### src/rtl/lsu_pkg.sv
// Shared types for the load/store unit: FSM states, request bundle, alignment mask.
package lsu_pkg;

   localparam int LSU_ADDR_W = 32;
   localparam int LSU_DATA_W = 32;
   localparam int LSU_TAG_W  = 5;

   localparam logic [1:0] MISALIGN_MASK = 2'b11;

   typedef enum logic [1:0] {
      IDLE,
      WAIT,
      RESP
   } lsu_state_t;

   typedef struct packed {
      logic                  is_store;
      logic [LSU_ADDR_W-1:0] base;
      logic [11:0]           imm;
      logic [LSU_DATA_W-1:0] data;
      logic [LSU_TAG_W-1:0]  tag;
   } lsu_req_t;

endpackage

### src/rtl/lsu_if.sv
// Issue-side request, data-memory ports and result bus of the LSU.
// slave = LSU side; master = the surrounding issue stage / memory / result bus.
interface lsu_if #(
   parameter int ADDR_W = 32,
   parameter int DATA_W = 32,
   parameter int TAG_W  = 5
);
   logic              req_valid;
   logic              req_ready;
   logic              req_is_store;
   logic [ADDR_W-1:0] req_base;
   logic [11:0]       req_imm;
   logic [DATA_W-1:0] req_data;
   logic [TAG_W-1:0]  req_tag;

   logic              mem_rd_valid;
   logic [ADDR_W-1:0] mem_rd_addr;
   logic [DATA_W-1:0] mem_rd_data;
   logic              mem_wr_valid;
   logic [ADDR_W-1:0] mem_wr_addr;
   logic [DATA_W-1:0] mem_wr_data;

   logic              res_valid;
   logic              res_ready;
   logic [TAG_W-1:0]  res_tag;
   logic [DATA_W-1:0] res_data;
   logic              res_is_store;
   logic              res_err;

   modport slave (
      input  req_valid, req_is_store, req_base, req_imm, req_data, req_tag,
      input  mem_rd_data, res_ready,
      output req_ready, mem_rd_valid, mem_rd_addr,
      output mem_wr_valid, mem_wr_addr, mem_wr_data,
      output res_valid, res_tag, res_data, res_is_store, res_err
   );

   modport master (
      output req_valid, req_is_store, req_base, req_imm, req_data, req_tag,
      output mem_rd_data, res_ready,
      input  req_ready, mem_rd_valid, mem_rd_addr,
      input  mem_wr_valid, mem_wr_addr, mem_wr_data,
      input  res_valid, res_tag, res_data, res_is_store, res_err
   );
endinterface

### src/rtl/lsu_agu.sv
// Address generation: base + sign-extended 12-bit offset, word address and misalign flag.
// Purely combinational; no backpressure.
module lsu_agu
   import lsu_pkg::*;
#(
   parameter int ADDR_W = 32
) (
   input  logic [ADDR_W-1:0] base,
   input  logic [11:0]       imm,
   output logic [ADDR_W-1:0] word_addr,
   output logic              misaligned
);

   logic [ADDR_W-1:0] ea;

   always_comb begin
      ea         = base + {{(ADDR_W-12){imm[11]}}, imm};
      word_addr  = {2'b00, ea[ADDR_W-1:2]};
      misaligned = |(ea[1:0] & MISALIGN_MASK);
   end

endmodule

### src/rtl/lsu.sv
// Load/store unit: one op in flight; loads respond RD_LAT cycles after accept, stores/errors after 1.
// Result is held until res_ready; new requests are refused until the cycle after the handshake.
module lsu
   import lsu_pkg::*;
#(
   parameter int ADDR_W = 32,
   parameter int DATA_W = 32,
   parameter int TAG_W  = 5,
   parameter int RD_LAT = 2
) (
   input  logic  clk,
   input  logic  rst,
   input  logic  flush,
   lsu_if.slave  bus
);

   localparam int CNT_W = $clog2(RD_LAT + 1);

   lsu_state_t        state_q, state_d;
   logic [CNT_W-1:0]  cnt_q, cnt_d;
   logic [TAG_W-1:0]  tag_q, tag_d;
   logic              res_valid_q, res_valid_d;
   logic [TAG_W-1:0]  res_tag_q, res_tag_d;
   logic [DATA_W-1:0] res_data_q, res_data_d;
   logic              res_is_store_q, res_is_store_d;
   logic              res_err_q, res_err_d;

   logic [ADDR_W-1:0] word_addr;
   logic              misaligned;
   logic              accept;
   logic              rd_go;
   logic              wr_go;

   lsu_agu #(.ADDR_W(ADDR_W)) u_agu (
      .base       (bus.req_base),
      .imm        (bus.req_imm),
      .word_addr  (word_addr),
      .misaligned (misaligned)
   );

   assign bus.req_ready = (state_q == IDLE) && !flush && !rst;
   assign accept        = bus.req_valid && bus.req_ready;
   assign rd_go         = accept && !bus.req_is_store && !misaligned;
   assign wr_go         = accept && bus.req_is_store && !misaligned;

   assign bus.mem_rd_valid = rd_go;
   assign bus.mem_rd_addr  = rd_go ? word_addr : '0;
   assign bus.mem_wr_valid = wr_go;
   assign bus.mem_wr_addr  = wr_go ? word_addr : '0;
   assign bus.mem_wr_data  = wr_go ? bus.req_data : '0;

   assign bus.res_valid    = res_valid_q;
   assign bus.res_tag      = res_tag_q;
   assign bus.res_data     = res_data_q;
   assign bus.res_is_store = res_is_store_q;
   assign bus.res_err      = res_err_q;

   always_comb begin
      state_d        = state_q;
      cnt_d          = cnt_q;
      tag_d          = tag_q;
      res_tag_d      = res_tag_q;
      res_data_d     = res_data_q;
      res_is_store_d = res_is_store_q;
      res_err_d      = res_err_q;

      case (state_q)
         IDLE: begin
            if (accept) begin
               if (bus.req_is_store || misaligned) begin
                  state_d        = RESP;
                  res_tag_d      = bus.req_tag;
                  res_data_d     = '0;
                  res_is_store_d = bus.req_is_store;
                  res_err_d      = misaligned;
               end else if (RD_LAT == 1) begin
                  // single-cycle memory: data is already due on the accept edge
                  state_d        = RESP;
                  res_tag_d      = bus.req_tag;
                  res_data_d     = bus.mem_rd_data;
                  res_is_store_d = 1'b0;
                  res_err_d      = 1'b0;
               end else begin
                  state_d = WAIT;
                  cnt_d   = CNT_W'(RD_LAT);
                  tag_d   = bus.req_tag;
               end
            end
         end
         WAIT: begin
            cnt_d = cnt_q - CNT_W'(1);
            if (cnt_q == CNT_W'(2)) begin
               state_d        = RESP;
               res_tag_d      = tag_q;
               res_data_d     = bus.mem_rd_data;
               res_is_store_d = 1'b0;
               res_err_d      = 1'b0;
            end
         end
         RESP: begin
            if (bus.res_ready) begin
               state_d = IDLE;
            end
         end
         default: state_d = IDLE;
      endcase

      // flush drops the op without touching the visible result registers
      if (flush && (state_q != IDLE)) begin
         state_d        = IDLE;
         cnt_d          = '0;
         res_tag_d      = res_tag_q;
         res_data_d     = res_data_q;
         res_is_store_d = res_is_store_q;
         res_err_d      = res_err_q;
      end

      res_valid_d = (state_d == RESP);
   end

   always_ff @(posedge clk) begin
      if (rst) begin
         state_q        <= IDLE;
         cnt_q          <= '0;
         tag_q          <= '0;
         res_valid_q    <= 1'b0;
         res_tag_q      <= '0;
         res_data_q     <= '0;
         res_is_store_q <= 1'b0;
         res_err_q      <= 1'b0;
      end else begin
         state_q        <= state_d;
         cnt_q          <= cnt_d;
         tag_q          <= tag_d;
         res_valid_q    <= res_valid_d;
         res_tag_q      <= res_tag_d;
         res_data_q     <= res_data_d;
         res_is_store_q <= res_is_store_d;
         res_err_q      <= res_err_d;
      end
   end

endmodule

### src/flat_wrapper.sv
// flat-port wrapper written by rule: the top's interface ports become plain ports
module lsu_flat import lsu_pkg::*;
#(
   parameter int ADDR_W = 32,
   parameter int DATA_W = 32,
   parameter int TAG_W  = 5,
   parameter int RD_LAT = 2
)
  (clk, rst, flush, bus_req_valid, bus_req_is_store, bus_req_base, bus_req_imm, bus_req_data, bus_req_tag, bus_mem_rd_data, bus_res_ready, bus_req_ready, bus_mem_rd_valid, bus_mem_rd_addr, bus_mem_wr_valid, bus_mem_wr_addr, bus_mem_wr_data, bus_res_valid, bus_res_tag, bus_res_data, bus_res_is_store, bus_res_err);
  lsu_if #(.ADDR_W(ADDR_W), .DATA_W(DATA_W), .TAG_W(TAG_W)) bus_i ();
  input  logic clk;
  input  logic rst;
  input  logic flush;
  input wire logic [$bits(bus_i.req_valid)-1:0] bus_req_valid;
  input wire logic [$bits(bus_i.req_is_store)-1:0] bus_req_is_store;
  input wire logic [$bits(bus_i.req_base)-1:0] bus_req_base;
  input wire logic [$bits(bus_i.req_imm)-1:0] bus_req_imm;
  input wire logic [$bits(bus_i.req_data)-1:0] bus_req_data;
  input wire logic [$bits(bus_i.req_tag)-1:0] bus_req_tag;
  input wire logic [$bits(bus_i.mem_rd_data)-1:0] bus_mem_rd_data;
  input wire logic [$bits(bus_i.res_ready)-1:0] bus_res_ready;
  output wire logic [$bits(bus_i.req_ready)-1:0] bus_req_ready;
  output wire logic [$bits(bus_i.mem_rd_valid)-1:0] bus_mem_rd_valid;
  output wire logic [$bits(bus_i.mem_rd_addr)-1:0] bus_mem_rd_addr;
  output wire logic [$bits(bus_i.mem_wr_valid)-1:0] bus_mem_wr_valid;
  output wire logic [$bits(bus_i.mem_wr_addr)-1:0] bus_mem_wr_addr;
  output wire logic [$bits(bus_i.mem_wr_data)-1:0] bus_mem_wr_data;
  output wire logic [$bits(bus_i.res_valid)-1:0] bus_res_valid;
  output wire logic [$bits(bus_i.res_tag)-1:0] bus_res_tag;
  output wire logic [$bits(bus_i.res_data)-1:0] bus_res_data;
  output wire logic [$bits(bus_i.res_is_store)-1:0] bus_res_is_store;
  output wire logic [$bits(bus_i.res_err)-1:0] bus_res_err;
  assign bus_i.req_valid = bus_req_valid;
  assign bus_i.req_is_store = bus_req_is_store;
  assign bus_i.req_base = bus_req_base;
  assign bus_i.req_imm = bus_req_imm;
  assign bus_i.req_data = bus_req_data;
  assign bus_i.req_tag = bus_req_tag;
  assign bus_i.mem_rd_data = bus_mem_rd_data;
  assign bus_i.res_ready = bus_res_ready;
  assign bus_req_ready = bus_i.req_ready;
  assign bus_mem_rd_valid = bus_i.mem_rd_valid;
  assign bus_mem_rd_addr = bus_i.mem_rd_addr;
  assign bus_mem_wr_valid = bus_i.mem_wr_valid;
  assign bus_mem_wr_addr = bus_i.mem_wr_addr;
  assign bus_mem_wr_data = bus_i.mem_wr_data;
  assign bus_res_valid = bus_i.res_valid;
  assign bus_res_tag = bus_i.res_tag;
  assign bus_res_data = bus_i.res_data;
  assign bus_res_is_store = bus_i.res_is_store;
  assign bus_res_err = bus_i.res_err;
  lsu #(.ADDR_W(ADDR_W), .DATA_W(DATA_W), .TAG_W(TAG_W), .RD_LAT(RD_LAT)) u_core (.clk(clk), .rst(rst), .flush(flush), .bus(bus_i));
endmodule
### config.mk
export PLATFORM = sky130hd
export DESIGN_NAME = lsu_flat
export DESIGN_NICKNAME = d
export VERILOG_FILES = /design/src/rtl/lsu_pkg.sv /design/src/rtl/lsu_if.sv /design/src/rtl/lsu_agu.sv /design/src/rtl/lsu.sv /design/src/flat_wrapper.sv
export SDC_FILE = /design/constraint.sdc
export NUM_CORES = 1
export LEC_CHECK = 0
export BUFFER_PORTS_ARGS = -buffer_cell sky130_fd_sc_hd__buf_2
export CAP_MARGIN = 30
export CORE_AREA = 2 2 139 73
export DETAILED_ROUTE_END_ITERATION = 10
export DIE_AREA = 0 0 141 75
export GPL_ROUTABILITY_DRIVEN = 0
export PLACE_DENSITY = 0.86
export SLEW_MARGIN = 20
export SYNTH_ARGS = -nofsm -noshare
export SYNTH_HDL_FRONTEND = slang
export SYNTH_HIERARCHICAL = 1
export SYNTH_SLANG_ARGS = --single-unit
### constraint.sdc
create_clock -name clk -period 9.7 [get_ports clk]
set_input_delay 2.425 -clock clk [delete_from_list [all_inputs] [get_ports clk]]
set_output_delay 2.425 -clock clk [all_outputs]
set_load 0.05 [all_outputs]
# Yosys cells after proc, flatten, opt, wreduce, memory -nomap -nowiden
# Index checks and enable logic that the tools add are counted.
classes:
  shift: 0
  n_mux: 27
  div_mod_pow: 0
  n_eq_ne: 8
  reduce_logical: 21
  addsub: 2
  n_mul: 0
  bitwise: 2
  n_lt_le_gt_ge: 0
op_table:
  columns: ["operator", "count"]
  rows:
  - ["32-bit 2-to-1 mux", 4]
  - ["32-bit case mux with 2 select lines", 1]
  - ["30-bit 2-to-1 mux", 2]
  - ["32-bit adder", 1]
  - ["5-bit 2-to-1 mux", 3]
  - ["2-bit 2-to-1 mux", 7]
  - ["5-bit case mux with 2 select lines", 1]
  - ["1-bit logical AND", 8]
  - ["2-bit == test, second input constant", 3]
  - ["2-bit case mux with 3 select lines", 1]
  - ["3-bit AND reduction", 2]
  - ["1-bit 2-to-1 mux", 5]
  - ["5-bit AND reduction", 1]
  - ["1-bit zero test", 4]
  - ["2-bit by 1-bit != test with 1-bit output, second input constant", 2]
  - ["2-bit != test, second input constant", 2]
  - ["1-bit case mux with 2 select lines", 2]
  - ["2-bit case mux with 2 select lines", 1]
  - ["2-bit nonzero test", 2]
  - ["2-bit OR reduction", 2]
  - ["2-bit by 1-bit == test with 1-bit output, second input constant", 1]
  - ["2-bit zero test", 1]
  - ["1-bit inverter", 2]
  - ["2-bit by 1-bit subtractor with 2-bit output, second input constant", 1]
  - ["1-bit logical OR", 1]
word_totals:
  inputBits: 119
  rom_bits: 0
  latch_bits: 0
  ram_bits: 0
  memories: 0
  register_bits: 49
  output_inout_bits: 139
  wordCells: 68

# Logic depth before layout (Yosys ltp)
logic_depth:
  word_depth: 8
  depth_mapped: 11
  ltp_nobuf: 11

# Hierarchy
# The synthesis kept the hierarchy.
modules_own_cells:
  columns: ["module", "area_each_um2", "instances", "seq_area_each_um2", "cells_each"]
  rows:
  - ["lsu", 2839.0, 1, 980.9, 336]
  - ["lsu_agu", 1557.7, 1, 0.0, 214]

# Worst setup path after synthesis
# No wires, ideal clock.
synth_timing:
  kind: "input -> output"
  from: "input port bus_req_base[0]"
  to: "output port bus_mem_rd_addr[24]"
  stages: 11
  t_required_ns: 7.275
  path_buffers: 0
  arrival_ns: 4.849
  setup_slack_ns: 2.426
  path_cell_list: "ha_1 fa_1 a21oi_1 o22ai_1 o31ai_2 o21a_4 o31a_4 o21ai_4 a31oi_1 xnor2_1 and3_1"
synth_between:
  elab_cells_between_ends: 5
  cone_classes: "1 x add/sub; 1 x mux; 3 x reduce/logical"
synth_rtl:
  columns: ["item", "line", "text"]
  rows:
  - ["from (decl)", "flat_wrapper.sv:16", "input wire logic [$bits(bus_i.req_base)-1:0] bus_req_base;"]
  - ["32-bit adder", "lsu_agu.sv:17", "ea = base + {{(ADDR_W-12){imm[11]}}, imm};"]
  - ["named net u_core.word_addr[24]", "lsu.sv:28", "logic [ADDR_W-1:0] word_addr;"]
  - ["30-bit 2-to-1 mux", "lsu.sv:47", "assign bus.mem_rd_addr = rd_go ? word_addr : '0;"]
  - ["to (decl)", "flat_wrapper.sv:24", "output wire logic [$bits(bus_i.mem_rd_addr)-1:0] bus_mem_rd_addr;"]
# The timed path passes the listed nets, and every way through them passes these cells.

# Worst setup path after layout
layout_timing:
  from: "input port bus_req_base[0]"
  to: "output port bus_mem_rd_addr[26]"
# The elaborated chain is that of the path after synthesis.

==> results by stage <==
Floorplanning:
- After floorplanning, the core was sized to cover 0.00929 mm2.
- The count of pins on the block boundary is 258.
- The die span in x is 141 um.
- The overall die area is 0.0106 mm2.
- The initial utilization of the core area, before any placement, comes to 47.3%.
- The standard-cell row count is 25.
- The chip height is 75 um.

Yosys:
- The primary flip-flop cell chosen by synthesis mapping is sky130_fd_sc_hd__dfxtp_1.
- The synthesized area divided by synthesized cell count is 7.99 um2.
- The netlist uses 55 different library cells.
- Counting flops and latches in the post-synthesis netlist gives 49.
- Synthesis produced a netlist whose cell count is 550.
- The area of the mapped netlist is 0.00440 mm2.
- The number of enable-type register cells in the synthesized netlist is 0.
- The portion of the post-synthesis area used by sequential elements is 22.3%.
- The share of flip-flops with an asynchronous set or reset is 0%.
- During synthesis, Yosys emitted a total of 6 warnings.

Job:
- The tool flagged a number of max-cap violations equal to 0.

Power and ir drop:
- The sequential share of power is 35.2%.
- The total power per unit cell area is 99.6 mW/mm2.
- The analysis attributes to net switching a power of 199 uW.
- The internal power summed over all cells is 385 uW.
- In this run switching power makes up 34.1% of total power.
- The maximum vdd ir drop is 0.0759 mV.
- The leakage dissipation is 3.15 nW.
- Combinational cells account for 35.6% of the total power.
- The part of the power in the clock network is 29.2%.

Hold path:
- The type of the most critical hold path is flop to flop.

Finish:
- The cell area after layout is 0.00585 mm2.
- The synthesis-to-layout area growth is 33.1%.
- For this run, the share of the core covered by cells in the final layout is 63.0%.
- The repair_antennas step left the layout with diodes totalling 0.
- After the last flow step, the layout net total stands at 939.
- The share of layout cells above drive strength 1 is 36.0%.

Route:
- The number of vias in the routed layout is 4725.
- The count of antenna-violating nets left after detailed routing is 0.
- The number of detailed-route iterations in the first pass is 4.
- The initial detailed-routing violation count is 258.
- The count of unresolved DRC violations after routing is 0.
- Dividing the detail-routed wire length by the instance count gives 14.9 um.
- For this block, the routed nets add up to 13600 um of wire.
- The via-per-instance ratio is 5.20.

Critical path:
- The type of origin of the critical path is an input port.
- At the worst endpoint, the required time is 7.28 ns.
- The category of the worst setup path capture point is an output port.
- The peak fanout along the critical path is 4.
- The data arrival time of the critical path is 5.26 ns.
- The critical path is of the input port to output port type.

Clock tree:
- Gates resized during post-CTS repair numbered 0.
- The buffer cell driving the clock tree root is sky130_fd_sc_hd__clkbuf_16.
- Buffers inserted during clock tree synthesis total 5.
- Clock latency on the worst-skew pair, taken at its later pin, is 0.28 ns.
- In this run the deepest clock path goes through 2 buffers.
- After clock tree synthesis, the clock-pin slew on the worst setup and hold paths is 0.07 ns.
- The clock drives 49 sinks.
- The maximum level of the CTS H-tree is 2.
- TritonCTS built the clock tree.
- The number of hold buffers added after CTS is 0.
- Once the clock tree was built, the setup fixing pass inserted 0 buffers.

Global routing:
- The number of global-route vias before repair came to 4202.
- The first global-routing pass estimated 20400 um of wire.
- Entering global routing, the biggest net connects 52 pins.
- The number of antenna violations at the first check in global routing is 0.
- In the global route stage, overall resource usage came out at 24.1%.
- The total overflow left after global routing is 0.

Placement:
- The count of input and output buffers is 253.
- Once placement finished, the instance area stood at 0.00570 mm2.
- The HPWL after detailed placement is 10900 um.
- The setup slack at placement is 2.05 ns.

Timing:
- The worst path needs 7.68 ns of the cycle, external delays included.
- Setup repair after global routing left no endpoint under its margin.
- The share of the cycle needed by the critical path after routing is 79.2%.
- The total count of max-transition violations in the final report was 0.
- The highest clock frequency the design can meet is 130 MHz.
- The normalized max-slew margin is 63.6%.
- The transition at the pin with the smallest max-transition slack is 0.547 ns.
- The number of hold violations in the final report was 0.
- The minimum setup slack in the final design is 2.02 ns.
- Between clock sinks in the finished design, the worst skew comes to 0.00451 ns.
- Setup violations remaining at the end of the flow were counted as 0.
- The total negative slack is 0 ns.

Status:
- The run finished with clean final reports.
## cell usage in the layout (no fill, tap or decap), types with 7 or more instances in the layout
| master | instances |
|---|---|
| sky130_fd_sc_hd__mux2i_1 | 39 |
| sky130_fd_sc_hd__nand3_1 | 7 |
| sky130_fd_sc_hd__xnor2_1 | 25 |
| sky130_fd_sc_hd__nand2b_1 | 37 |
| sky130_fd_sc_hd__ha_1 | 32 |
| sky130_fd_sc_hd__nor2_1 | 22 |
| sky130_fd_sc_hd__and2_1 | 66 |
| sky130_fd_sc_hd__a21o_1 | 13 |
| sky130_fd_sc_hd__dfxtp_1 | 49 |
| sky130_fd_sc_hd__inv_1 | 12 |
| sky130_fd_sc_hd__a21oi_1 | 33 |
| sky130_fd_sc_hd__nand2_1 | 56 |
| sky130_fd_sc_hd__and3_1 | 34 |
| sky130_fd_sc_hd__buf_2 | 253 |
| sky130_fd_sc_hd__o21ai_0 | 17 |
## per-layer routing
layer	vias to the layer above	wire [um]	global-route usage (%)
met5	-	0	0
met2	127	6370	41.5
met4	0	146	4.44
met1	2204	6310	32.6
met3	15	749	4.33
li1	2379	-	-
## cells in the mapped netlist (2+ instances only)
cell type,n,area share [%]
sky130_fd_sc_hd__and2_1,66,9.4
sky130_fd_sc_hd__nand2_1,56,4.8
sky130_fd_sc_hd__dfxtp_1,49,22
sky130_fd_sc_hd__mux2i_1,39,8.9
sky130_fd_sc_hd__nand2b_1,37,5.3
sky130_fd_sc_hd__and3_1,34,4.8
sky130_fd_sc_hd__a21oi_1,33,3.8
sky130_fd_sc_hd__ha_1,32,9.1
sky130_fd_sc_hd__xnor2_1,25,5.0
sky130_fd_sc_hd__nor2_1,22,1.9
sky130_fd_sc_hd__o21ai_0,17,1.9
sky130_fd_sc_hd__clkbuf_1,15,1.3
sky130_fd_sc_hd__a21o_1,14,2.4
sky130_fd_sc_hd__inv_1,12,1.0
sky130_fd_sc_hd__buf_6,7,1.8
sky130_fd_sc_hd__nand3_1,7,0.80
sky130_fd_sc_hd__buf_4,6,1.0
sky130_fd_sc_hd__o211ai_1,6,1.0
sky130_fd_sc_hd__xor2_1,6,1.2
sky130_fd_sc_hd__a221oi_1,5,1.0
sky130_fd_sc_hd__a31oi_1,5,0.71
sky130_fd_sc_hd__nor3_1,5,0.57
sky130_fd_sc_hd__nand4_1,4,0.57
sky130_fd_sc_hd__o21bai_1,4,0.68
sky130_fd_sc_hd__buf_2,3,0.34
sky130_fd_sc_hd__nor3b_1,3,0.51
sky130_fd_sc_hd__o21a_1,3,0.51
sky130_fd_sc_hd__o31ai_1,3,0.51
sky130_fd_sc_hd__a211oi_1,2,0.34
sky130_fd_sc_hd__and3_2,2,0.34
sky130_fd_sc_hd__nand3b_1,2,0.34
sky130_fd_sc_hd__nor2b_1,2,0.28
sky130_fd_sc_hd__o22ai_1,2,0.28
## kinds of logic after synthesis
group | share of synthesized area [%]
other cells | 0.0853
compound gates | 16.4
flops | 22.3
fa+ha+maj | 9.56
simple gates | 31.0
buf+inv | 5.58
mux | 8.88
xor+xnor | 6.18
## registers in the layout, indices dropped and copies added, names as in the netlist
signal                   cells
u_core/bus.res_data         32
u_core/bus.res_tag           5
u_core/tag_q                 5
u_core/cnt_q                 2
u_core/state_q               2
u_core/bus.res_err           1
u_core/bus.res_is_store      1
u_core/bus.res_valid         1
## cell type report
type	count	area, um2
flip-flops and latches	49	981
repair buffers	260	1340
inverters	13	50.0
clock inverters	3	21.3
multi-input cells	458	3190
well taps	121	151
fillers	844	3440
clock buffers	5	125
## worst max-delay path: stages
cell,delay [ns]
sky130_fd_sc_hd__buf_2,0.10
sky130_fd_sc_hd__ha_1,0.23
sky130_fd_sc_hd__fa_1,0.42
sky130_fd_sc_hd__a21oi_1,0.24
sky130_fd_sc_hd__o22ai_1,0.17
sky130_fd_sc_hd__o31ai_2,0.37
sky130_fd_sc_hd__o21a_4,0.21
sky130_fd_sc_hd__o211ai_1,0.10
sky130_fd_sc_hd__a21oi_1,0.24
sky130_fd_sc_hd__o21ai_0,0.16
sky130_fd_sc_hd__xor2_1,0.17
sky130_fd_sc_hd__and3_1,0.16
sky130_fd_sc_hd__buf_2,0.25
## final timing paths
| path | from | to | slack, ns | depth (start not counted) |
|---|---|---|---|---|
| max | bus_req_base[0] | bus_mem_rd_addr[26] | 2.02 | 13 |
| min | u_core/bus.res_data[15] | u_core/bus.res_data[15] | 0.47 | 2 |
| max reg2reg | u_core/state_q[0] | u_core/bus.res_data[25] | 7.18 | 5 |
| min reg2reg | u_core/bus.res_data[15] | u_core/bus.res_data[15] | 0.47 | 2 |
## through the flow
step           hold slack (ns)  instances  power (mW)
2_1_floorplan            0.446        551       0.353
3_3_place_gp             0.456        898       0.408
3_5_place_dp             0.460        900       0.412
4_1_cts                  0.472        908       0.583
5_1_grt                  0.484        909       0.614
6_report                 0.470        909       0.583
## power by group through the flow
stage / Clock (mW) / Sequential (mW) / Combinational, mW
floorplan: 0 / 0.216 / 0.137
global placement: 0 / 0.210 / 0.199
detailed placement: 0 / 0.210 / 0.203
CTS: 0.174 / 0.205 / 0.204
global route: 0.183 / 0.205 / 0.225
finish: 0.170 / 0.205 / 0.207
Power figures use the tool's default switching activity.
